### src/rtl/acumulador_produtos.sv
// Sums K products from an upstream multiplier, one per rising edge of finish, and
// offers the result on a valid/ready handshake. Define ACUMULADOR_SATURATE_EN to clamp on overflow.
module acumulador_produtos #(
   parameter int unsigned n = 8,
   parameter int unsigned K = 4,
   parameter int unsigned W = 2 * n + 2
) (
   input  logic           clk,
   input  logic           reset,
   input  logic           start,
   input  logic [2*n-1:0] P,
   input  logic           finish,
   output logic [W-1:0]   sum,
   output logic           sum_valid,
   input  logic           sum_ready,
   output logic           busy,
   output logic           lost,
   output logic           ovf
);

   localparam int unsigned CntW = $clog2(K);
   localparam logic [CntW-1:0] CntLast = CntW'(K - 1);

   typedef enum logic [1:0] {StIdle, StAcum, StHold} state_e;

   state_e          state_q, state_d;
   logic [W-1:0]    acc_q, acc_d;
   logic [CntW-1:0] count_q, count_d;
   logic            finish_q;
   logic            sum_valid_q, sum_valid_d;
   logic            lost_q, lost_d;
   logic            ovf_q, ovf_d;

   logic            fin_edge;
   logic [W:0]      add_ext;
   logic            carry;

   always_comb begin
      fin_edge    = finish & ~finish_q;
      add_ext     = {1'b0, acc_q} + (W + 1)'(P);
      carry       = add_ext[W];

      state_d     = state_q;
      acc_d       = acc_q;
      count_d     = count_q;
      sum_valid_d = sum_valid_q;
      lost_d      = lost_q;
      ovf_d       = ovf_q;

      unique case (state_q)
         StIdle: begin
            if (fin_edge) lost_d = 1'b1;
            if (start) begin
               acc_d   = '0;
               count_d = '0;
               ovf_d   = 1'b0;
               state_d = StAcum;
            end
         end
         StAcum: begin
            // start is deliberately ignored here: a running sum is never restarted
            if (fin_edge) begin
               count_d = count_q + CntW'(1);
               if (carry) ovf_d = 1'b1;
`ifdef ACUMULADOR_SATURATE_EN
               if (carry || ovf_q) acc_d = '1;
               else                acc_d = add_ext[W-1:0];
`else
               acc_d = add_ext[W-1:0];
`endif
               if (count_q == CntLast) begin
                  state_d     = StHold;
                  sum_valid_d = 1'b1;
               end
            end
         end
         StHold: begin
            if (fin_edge) lost_d = 1'b1;
            if (sum_valid_q && sum_ready) begin
               sum_valid_d = 1'b0;
               if (start) begin
                  acc_d   = '0;
                  count_d = '0;
                  ovf_d   = 1'b0;
                  state_d = StAcum;
               end else begin
                  state_d = StIdle;
               end
            end
         end
         default: state_d = StIdle;
      endcase
   end

   always_ff @(posedge clk or negedge reset) begin
      if (!reset) begin
         state_q     <= StIdle;
         acc_q       <= '0;
         count_q     <= '0;
         finish_q    <= 1'b0;
         sum_valid_q <= 1'b0;
         lost_q      <= 1'b0;
         ovf_q       <= 1'b0;
      end else begin
         state_q     <= state_d;
         acc_q       <= acc_d;
         count_q     <= count_d;
         finish_q    <= finish;
         sum_valid_q <= sum_valid_d;
         lost_q      <= lost_d;
         ovf_q       <= ovf_d;
      end
   end

   assign sum       = acc_q;
   assign sum_valid = sum_valid_q;
   assign busy      = (state_q == StAcum);
   assign lost      = lost_q;
   assign ovf       = ovf_q;

endmodule

### config.mk
export PLATFORM = sky130hd
export DESIGN_NAME = acumulador_produtos
export DESIGN_NICKNAME = d
export VERILOG_FILES = /design/src/rtl/acumulador_produtos.sv
export SDC_FILE = /design/constraint.sdc
export NUM_CORES = 1
export LEC_CHECK = 0
export BUFFER_PORTS_ARGS = -buffer_cell sky130_fd_sc_hd__buf_2
export CAP_MARGIN = 20
export CORE_UTILIZATION = 50
export CTS_CLUSTER_DIAMETER = 80
export CTS_CLUSTER_SIZE = 30
export DETAILED_ROUTE_END_ITERATION = 16
export PLACE_DENSITY = 0.76
export SETUP_SLACK_MARGIN = 0.1
export SYNTH_ARGS = -nofsm -noshare
export SYNTH_HDL_FRONTEND = slang
export SYNTH_SLANG_ARGS = --single-unit
### constraint.sdc
create_clock -name clk -period 3.1 [get_ports clk]
set_clock_uncertainty 0.2 [all_clocks]
set_input_delay 0.465 -clock clk [delete_from_list [all_inputs] [get_ports clk]]
set_output_delay 0.465 -clock clk [all_outputs]
set_load 0.005 [all_outputs]
==> summary by stage, run 1 <==
Run
The total of max-cap violations is 0.

Synth
Yosys attributes the largest share of cell area to sky130_fd_sc_hd__dfrtp_1, sky130_fd_sc_hd__ha_1, sky130_fd_sc_hd__nand2_1. The prevailing post-synth register cell is sky130_fd_sc_hd__dfrtp_1. Synthesis produced 192 cells.

The synthesized net count is 231. Counting flops with an async set or reset pin after synthesis yields a share of 100%. The average size of a mapped cell is 9.10 µm².

The number of storage elements in the synthesis netlist is 26. The most repeated cell in the gate-level netlist after synthesis is sky130_fd_sc_hd__nand2_1. Summed over all instances, the cell type with the most area after synthesis is sky130_fd_sc_hd__dfrtp_1. The share of the yosys chip area belonging to registers is 37.2%.

After synthesis the cells add up to 1750 µm². After synthesis, the largest area contributor takes up 37.2% of total cell area. After synthesis, the most frequently instantiated cells are sky130_fd_sc_hd__nand2_1, sky130_fd_sc_hd__dfrtp_1, sky130_fd_sc_hd__ha_1, sky130_fd_sc_hd__o21ai_0, sky130_fd_sc_hd__a21oi_1. For this run, the number of Yosys warnings is 0. Yosys mapped a number of flops with a built-in enable equal to 0. The number of distinct standard cells referenced by the synthesized netlist is 42.

Global routing
The first-pass GRT wire length is 6.14 mm. After global routing the overflow that remains totals 0. Entering global routing, the biggest net connects 27 pins. For this run, the total global-route usage over all layers was measured as 22.2%. The number of global-route vias before repair was 1338. The initial antenna violation count is 0.

Timing
Setup repair after global routing left no endpoint under its margin. The setup total negative slack is 0 ns. The maximum clock rate is 388 MHz. The slew of the pin with the lowest slew margin is 0.940 ns. Setup violations remaining at the end of the flow were counted as 0. Hold is met by 0.0461 ns. Of the available clock period, the critical path in the final layout requires 83.2%.

The minimum clock period after layout is 2.58 ns. The number of pins exceeding their max-slew limit in the final report was 0. The relative slew slack is 37.3%. The number of endpoints with negative hold slack in the final report is 0.

Die
The starting density of the core is 52.4%. The floorplan step defined a die boundary enclosing 3740 µm². The placeable core area is 3340 µm². Pin placement for this block handled 43 I/O pins. Measured along the x axis, the die boundary spans 61.1 µm. The number of placement rows is 21. The floorplan step set the die height to 61.1 µm.

Critical path
The worst setup path is captured at a flip-flop. Counting cells, the worst reg-to-reg path comes to 8. Traced cell by cell, the critical path runs through ha_1, fa_1, a21o_1, a221oi_2, o31ai_2, a41oi_1, xor2_1, o21ai_1. The type of the worst setup path is flip-flop to flip-flop. The slack of the worst reg-to-reg path is 0.52 ns.

Among all stages on the critical path, the largest delay is contributed by sky130_fd_sc_hd__dfrtp_1. The critical path launch point type is a flip-flop. STA puts the critical path data required time at 3.11 ns.

In this design, the stage delay of the slowest critical-path cell is 0.43 ns. The end point of the critical path is sum[14]$_DFFE_PN0P_. The critical path starts at sum[0]$_DFFE_PN0P_. The biggest fanout along the worst timing path is 4. The endpoint arrival time on the critical path is 2.59 ns. In this run the critical register-to-register path is launched from sum[0]$_DFFE_PN0P_.

The end of the worst register-to-register path is sum[14]$_DFFE_PN0P_.

Status
The run finished with clean final reports.

Route
Once detail routing completed, the nets flagged for antenna violations numbered 0. The final layout contains routed wiring with a total length of 3.70 mm. For this block, the initial DRC count from the detailed router was 54. After detailed routing, the average wire length per cell comes to 13.2 µm.

The number of detailed-routing iterations run before antenna repair is 4. The count of unresolved DRC violations after routing is 0. Using the TritonRoute via totals, the vias-per-cell ratio works out to 5.51. The routed layout has 1544 vias.

Place
Buffers placed on the I/O ports in this run total 42. The HPWL after detailed placement is 2.78 mm. The final estimated routing congestion in global placement is 0.786.

Clock network
The post-CTS setup buffer count is 0. In this run, CTS created clock tree buffers numbering 3. The cell sitting at the root of the clock tree is a sky130_fd_sc_hd__clkbuf_4. The maximum number of buffers from clock root to sink is 2. The number of clock sinks seen by CTS is 26. In this run the number of H-tree levels came out at 1. After clock tree synthesis, the clock-pin slew on the worst setup and hold paths is 0.15 ns.

The number of cells upsized or downsized after cts is 0. TritonCTS built the clock tree. The later pin in the worst-skew pair is clocked with a latency of 0.32 ns.

Final layout
For this run, the share of the core covered by cells in the final layout is 61.3%. Registers take 651 µm². From synthesis to final layout, the design area changed by 17.0%. The count of nets after finishing is 274. The ratio of cells with drive above 1 in the final layout is 21.8%. After filler insertion, the fill cell instance count of the layout stands at 313. Summing all multi-input logic gate instances after layout gives 1070 µm².

The final antenna diode count is 0.

Min path
The tightest min-delay check is of the input port to flip-flop type.

Power and ir drop
The worst-case IR drop observed on VDD is 0.379 mV. The power density over the cells is 922 nW/µm². The reported leakage power is 0.983 nW.
==> through the flow <==
step | power, W | area (µm²) | worst slack (ns) | cells
CTS | 0.00190 | 2050 | 0.510 | 280
detailed placement | 0.00172 | 2000 | 0.343 | 275
finish | 0.00189 | 2050 | 0.520 | 280
floorplan | 0.00140 | 1750 | 0.599 | 192
global placement | 0.00169 | 2000 | 0.377 | 275
global route | 0.00209 | 2050 | 0.382 | 280
==> cells by family after synthesis <==
| group | Yosys count | share of synthesized area [%] |
|---|---|---|
| AO/OA/AOI/OAI | 66 | 24.8 |
| XOR/XNOR | 13 | 6.51 |
| adder cells (fa/ha/maj) | 18 | 13.3 |
| buffers and inverters | 8 | 1.79 |
| flip-flops | 26 | 37.2 |
| multiplexers | 2 | 1.15 |
| AND/OR/NAND/NOR | 59 | 15.2 |
==> where the power goes <==
part | internal [W] | leakage (nW) | switching (W) | total (W)
clock | 0.0000718 | 0.0210 | 0.000105 | 0.000177
combinational | 0.000507 | 0.642 | 0.000602 | 0.00111
sequential | 0.000483 | 0.320 | 0.000117 | 0.000599
==> timing repair <==
item | in CTS | in global routing
hold endpoints to repair | 26 | 0
setup endpoints to repair | 0 | 0
hold buffers | 1 | 0
==> routing by layer <==
metal	wire, µm	vias up	share of wire, %	GRT usage (%)
met2	1720	30	46	34.3
met1	1850	713	50	32.4
met4	20	0	0.54	7.14
li1	-	799	-	-
met5	0	-	0	0
met3	116	2	3.1	2.52
==> cell usage in the layout, fill, tap and decap left out, types with 2 or more instances in the layout <==
master | Yosys | routed
sky130_fd_sc_hd__buf_2 | 0 | 42
sky130_fd_sc_hd__nand2_1 | 29 | 29
sky130_fd_sc_hd__dfrtp_1 | 26 | 26
sky130_fd_sc_hd__o21ai_0 | 17 | 17
sky130_fd_sc_hd__ha_1 | 17 | 17
sky130_fd_sc_hd__a21oi_1 | 13 | 13
sky130_fd_sc_hd__nor2_1 | 9 | 9
sky130_fd_sc_hd__nand3_1 | 9 | 9
sky130_fd_sc_hd__xor2_1 | 8 | 8
sky130_fd_sc_hd__o21ai_1 | 5 | 5
sky130_fd_sc_hd__xnor2_1 | 5 | 5
sky130_fd_sc_hd__a31oi_1 | 4 | 4
sky130_fd_sc_hd__o21a_1 | 4 | 4
sky130_fd_sc_hd__o31a_1 | 3 | 3
sky130_fd_sc_hd__clkbuf_4 | 0 | 3
sky130_fd_sc_hd__nand2b_1 | 2 | 2
sky130_fd_sc_hd__inv_1 | 2 | 2
sky130_fd_sc_hd__a21o_1 | 2 | 2
sky130_fd_sc_hd__and3_1 | 2 | 2
sky130_fd_sc_hd__and2_1 | 2 | 2
sky130_fd_sc_hd__nor2b_1 | 2 | 2
sky130_fd_sc_hd__mux2i_1 | 2 | 2
sky130_fd_sc_hd__a41oi_1 | 2 | 2
sky130_fd_sc_hd__o31ai_1 | 2 | 2
sky130_fd_sc_hd__nand4_1 | 2 | 2
==> state kept, by name, summed over array words and instances (netlist names) <==
| name | count |
|---|---|
| count_q | 2 |
| finish_q | 1 |
| lost | 1 |
| ovf | 1 |
| state_q | 2 |
| sum | 18 |
| sum_valid | 1 |
==> worst min path at each step <==
| stage | end | slack, ns | cells after the start | startpoint |
|---|---|---|---|---|
| 2_1_floorplan | count_q[0]$_DFFE_PN0P_ | -0.03 | 0 | reset |
| 3_3_place_gp | lost$_DFFE_PN0P_ | 0.26 | 1 | lost$_DFFE_PN0P_ |
| 3_5_place_dp | lost$_DFFE_PN0P_ | 0.26 | 1 | lost$_DFFE_PN0P_ |
| 4_1_cts | finish_q$_DFF_PN0_ | 0.04 | 1 | finish |
| 5_1_grt | finish_q$_DFF_PN0_ | 0.04 | 1 | finish |
| 6_report | finish_q$_DFF_PN0_ | 0.05 | 1 | finish |
==> layout make-up <==
cell class,count,share of cell area [%]
Clock buffer,4,1.77
Inverter,2,0.367
Sequential cell,26,31.8
Tap cell,46,2.81
Multi-Input combinational cell,158,52.1
Timing Repair Buffer,44,11.1
==> critical path: cells and delay by family (launching register included) <==
kind	cells	cell delay (ns)
compound gates	5	1.07
fa+ha+maj	2	0.61
flops	1	0.43
xor+xnor	1	0.16
No activity file was read; power rests on OpenSTA's default activity.
==> run 2, diff against run 1 <==
ABC_AREA = 1   (was default)
CORE_UTILIZATION = 49   (was 50)
clock period = 2.24 ns   (was 3.1 ns; I/O delays follow)
==> summary by stage, run 2 <==
Status
The run finished with clean final reports.

Final layout
The ratio of cells with drive above 1 in the final layout is 20.9%. The post-route cell area is 2340 µm². In the layout the commonest cells are sky130_fd_sc_hd__nand2_1, sky130_fd_sc_hd__buf_2, sky130_fd_sc_hd__dfrtp_1. The flip-flop count of the largest register, all copies and words added is 18.

The count of nets after finishing is 365. Cells fill 62.5% of the core in the end. The layout overhead on the synthesized area is 19.1%. The count of placed standard cells in the final layout, fillers left out is 373. The library cell used most frequently in the layout, excluding fill and tap cells, is sky130_fd_sc_hd__nand2_1. Fill cells in the final layout number 374. 0 antenna diodes ended up in the layout.

Clock network
The root buffer cell chosen for the clock tree is sky130_fd_sc_hd__clkbuf_8. The number of clock sinks seen by CTS is 26. After clock tree synthesis, the clock-pin slew on the worst setup and hold paths is 0.10 ns.

TritonCTS built the clock tree. The latest clock arrival within the worst-skew pair is 0.28 ns. The maximum level of the CTS H-tree is 1. Clock tree synthesis inserted a total of 3 buffers. The clock passes through at most 2 buffers.

Die
The floorplan step set the die width to 65.3 µm. The die covers 4270 µm². The core region is 3740 µm². The total I/O pin count is 43.

The starting density of the core is 52.5%. The number of placement rows is 22. The die is 65.3 µm tall.

Place
The instance area after placement is 2220 µm². Routability-driven placement finished with a final weighted congestion of 0.915. The number of placed instances, taps included, is 367. The detailed-placement wirelength estimate is 3.45 mm.

The count of input and output buffers is 42.

Timing
The minimum clock period after layout is 2.00 ns. The setup total negative slack is 0 ns. Setup repair after global routing left no endpoint under its margin. The relative slew slack is 58.8%. The number of endpoints with negative hold slack in the final report is 0. For this run, the top clock speed supported by timing is 501 MHz. The final count of negative-setup-slack endpoints is 0. For the pin with the worst max-slew slack, the measured transition is 0.619 ns. The final cycle utilization of the critical path is 89.2%.

The number of pins exceeding their max-slew limit in the final report is 0.

Critical path
The startpoint identified for the worst register-to-register timing path is sum[7]$_DFFE_PN0P_. The critical path launch point is sum[7]$_DFFE_PN0P_. The number of cells on the worst reg-to-reg path is 10. The critical path endpoint category is a flip-flop. By startpoint and endpoint, the worst setup path is classified as flip-flop to flip-flop. STA classifies the critical path startpoint as a flip-flop. The endpoint arrival time on the critical path is 1.97 ns. The biggest fanout along the worst timing path is 5. STA puts the critical path data required time at 2.21 ns. For flop-to-flop paths, the worst setup slack is 0.24 ns. In this run the critical register-to-register path is captured at sum[17]$_DFFE_PN0P_. In this run the worst setup path terminates at sum[17]$_DFFE_PN0P_.

Power and ir drop
Power spread over the standard cell area amounts to 1220 nW/µm². The worst-case IR drop observed on VDD is 0.741 mV. The reported leakage power is 1.31 nW. The overall power after layout is 0.00285 W.

Synth
By instance count, the leading cell after synthesis is sky130_fd_sc_hd__nand2_1. Counting instances in the post-synthesis netlist gives the leading cell types as sky130_fd_sc_hd__nand2_1, sky130_fd_sc_hd__dfrtp_1, sky130_fd_sc_hd__nor2_1. The count of synthesis-stage warnings from yosys is 0.

Of all cell types, the one taking the most synthesized area is sky130_fd_sc_hd__dfrtp_1. The average size of a mapped cell is 7.07 µm². Yosys attributes the largest share of cell area to sky130_fd_sc_hd__dfrtp_1, sky130_fd_sc_hd__nand2_1, sky130_fd_sc_hd__ha_1. For this run, the register share of the synthesized area comes to 33.1%. The area of the mapped netlist is 1970 µm². For this run, asynchronously set or reset flops after synthesis account for 100%. The prevailing post-synth register cell is sky130_fd_sc_hd__dfrtp_1. The synthesized netlist contains 29 unique library cells. The synthesized design contains 0 enable-type register cells. The top cell type's share of synthesized area is 33.1%. The cell count after synthesis came out at 278.

The synthesized net count is 317. Synthesis inferred 26 register bits.

Route
For this block, the routed nets add up to 4.58 mm of wire. The count of unresolved DRC violations after routing is 0. Summing over every cut layer, the via total after detailed routing is 1939. Using the TritonRoute via totals, the vias-per-cell ratio works out to 5.20. The detail route stage leaves a number of antenna-violating nets equal to 0. The average detailed-routed wire length per instance is 12.3 µm. The number of design-rule violations left by the first detailed-router iteration is 83. The number of detailed-routing iterations run before antenna repair is 4.

Min path
The cell count of the worst hold path is 4. The path type of the worst min-delay path is input port to flip-flop.

Global routing
The initial antenna violation count came to 0. The total congestion overflow after global routing is 0. Global routing used 23.2% of the available tracks.

The first-pass GRT wire length is 7.78 mm. The largest net degree at the start of global routing is 27. The number of global-route vias before repair is 1787.

Run
The total of max-cap violations is 0.
## run 2: logic make-up (layout without fill, tap and decap cells)
group	Yosys count	count (layout)	share of synthesized area, %
and+or+nand+nor	160	160	35.1
adders and majority gates	18	18	11.8
AOI/OAI and AO/OA	47	47	13.1
DFF	26	26	33.1
buffers and inverters	24	71	5.47
xor gates and xnor gates	3	3	1.34
## run 2: how the worst min path moves through the flow
stage,start,to,slack (ns)
2_1_floorplan,reset,count_q[0]$_DFFE_PN0P_,-0.16
3_3_place_gp,reset,sum[7]$_DFFE_PN0P_,0.18
3_5_place_dp,reset,sum[8]$_DFFE_PN0P_,0.18
4_1_cts,sum_ready,sum_valid$_DFFE_PN0P_,0.14
5_1_grt,sum_ready,state_q[1]$_DFFE_PN0P_,0.18
6_report,sum_ready,sum_valid$_DFFE_PN0P_,0.15
## run 2: repair_timing
item | 4_1_cts | 5_1_grt
gates resized for setup | 0 | 6
hold buffers | 2 | 0
hold endpoints to repair | 27 | 0
setup endpoints to repair | 0 | 6
buffers inserted | 0 | 0
## run 2: final cells by class
| class | instances | area [µm²] | share of cell area (%) |
|---|---|---|---|
| clock buffer | 3 | 41.3 | 1.76 |
| clock inverter | 1 | 30.0 | 1.28 |
| inverter | 22 | 87.6 | 3.74 |
| multi-input combinational | 228 | 1230 | 52.7 |
| sequential | 26 | 651 | 27.8 |
| tap | 48 | 60.1 | 2.57 |
| timing repair buffer | 45 | 238 | 10.2 |
## run 2: power breakdown
part	switching (W)	internal [W]
Sequential	0.000166	0.000659
Clock	0.000163	0.000240
Combinational	0.000979	0.000648
## run 2: stage by stage
step | worst slack (ns) | hold WS [ns]
after floorplan | 0.309 | -0.160
after global placement | 0.144 | 0.184
after global routing | 0.0970 | 0.184
after detailed placement | 0.0894 | 0.185
after CTS | 0.138 | 0.142
final | 0.242 | 0.148
## run 2: worst max-delay path, cell delays in order (launching register included)
cell and delay [ns]:
sky130_fd_sc_hd__dfrtp_1 0.41, sky130_fd_sc_hd__ha_1 0.35, sky130_fd_sc_hd__nand2_1 0.14, sky130_fd_sc_hd__nor2_2 0.17, sky130_fd_sc_hd__nand3_1 0.14, sky130_fd_sc_hd__nand3_2 0.14, sky130_fd_sc_hd__nand2_1 0.06, sky130_fd_sc_hd__nand2_1 0.10
sky130_fd_sc_hd__nand3_1 0.08, sky130_fd_sc_hd__nand2_1 0.06, sky130_fd_sc_hd__nor2_1 0.04
## run 2: per-layer routing
metal | GRT usage, % | part of all wire, %
met1 | 31.1 | 47
met2 | 40.2 | 48
met3 | 3.65 | 4.3
met4 | 2.45 | 0.50
met5 | 0 | 0
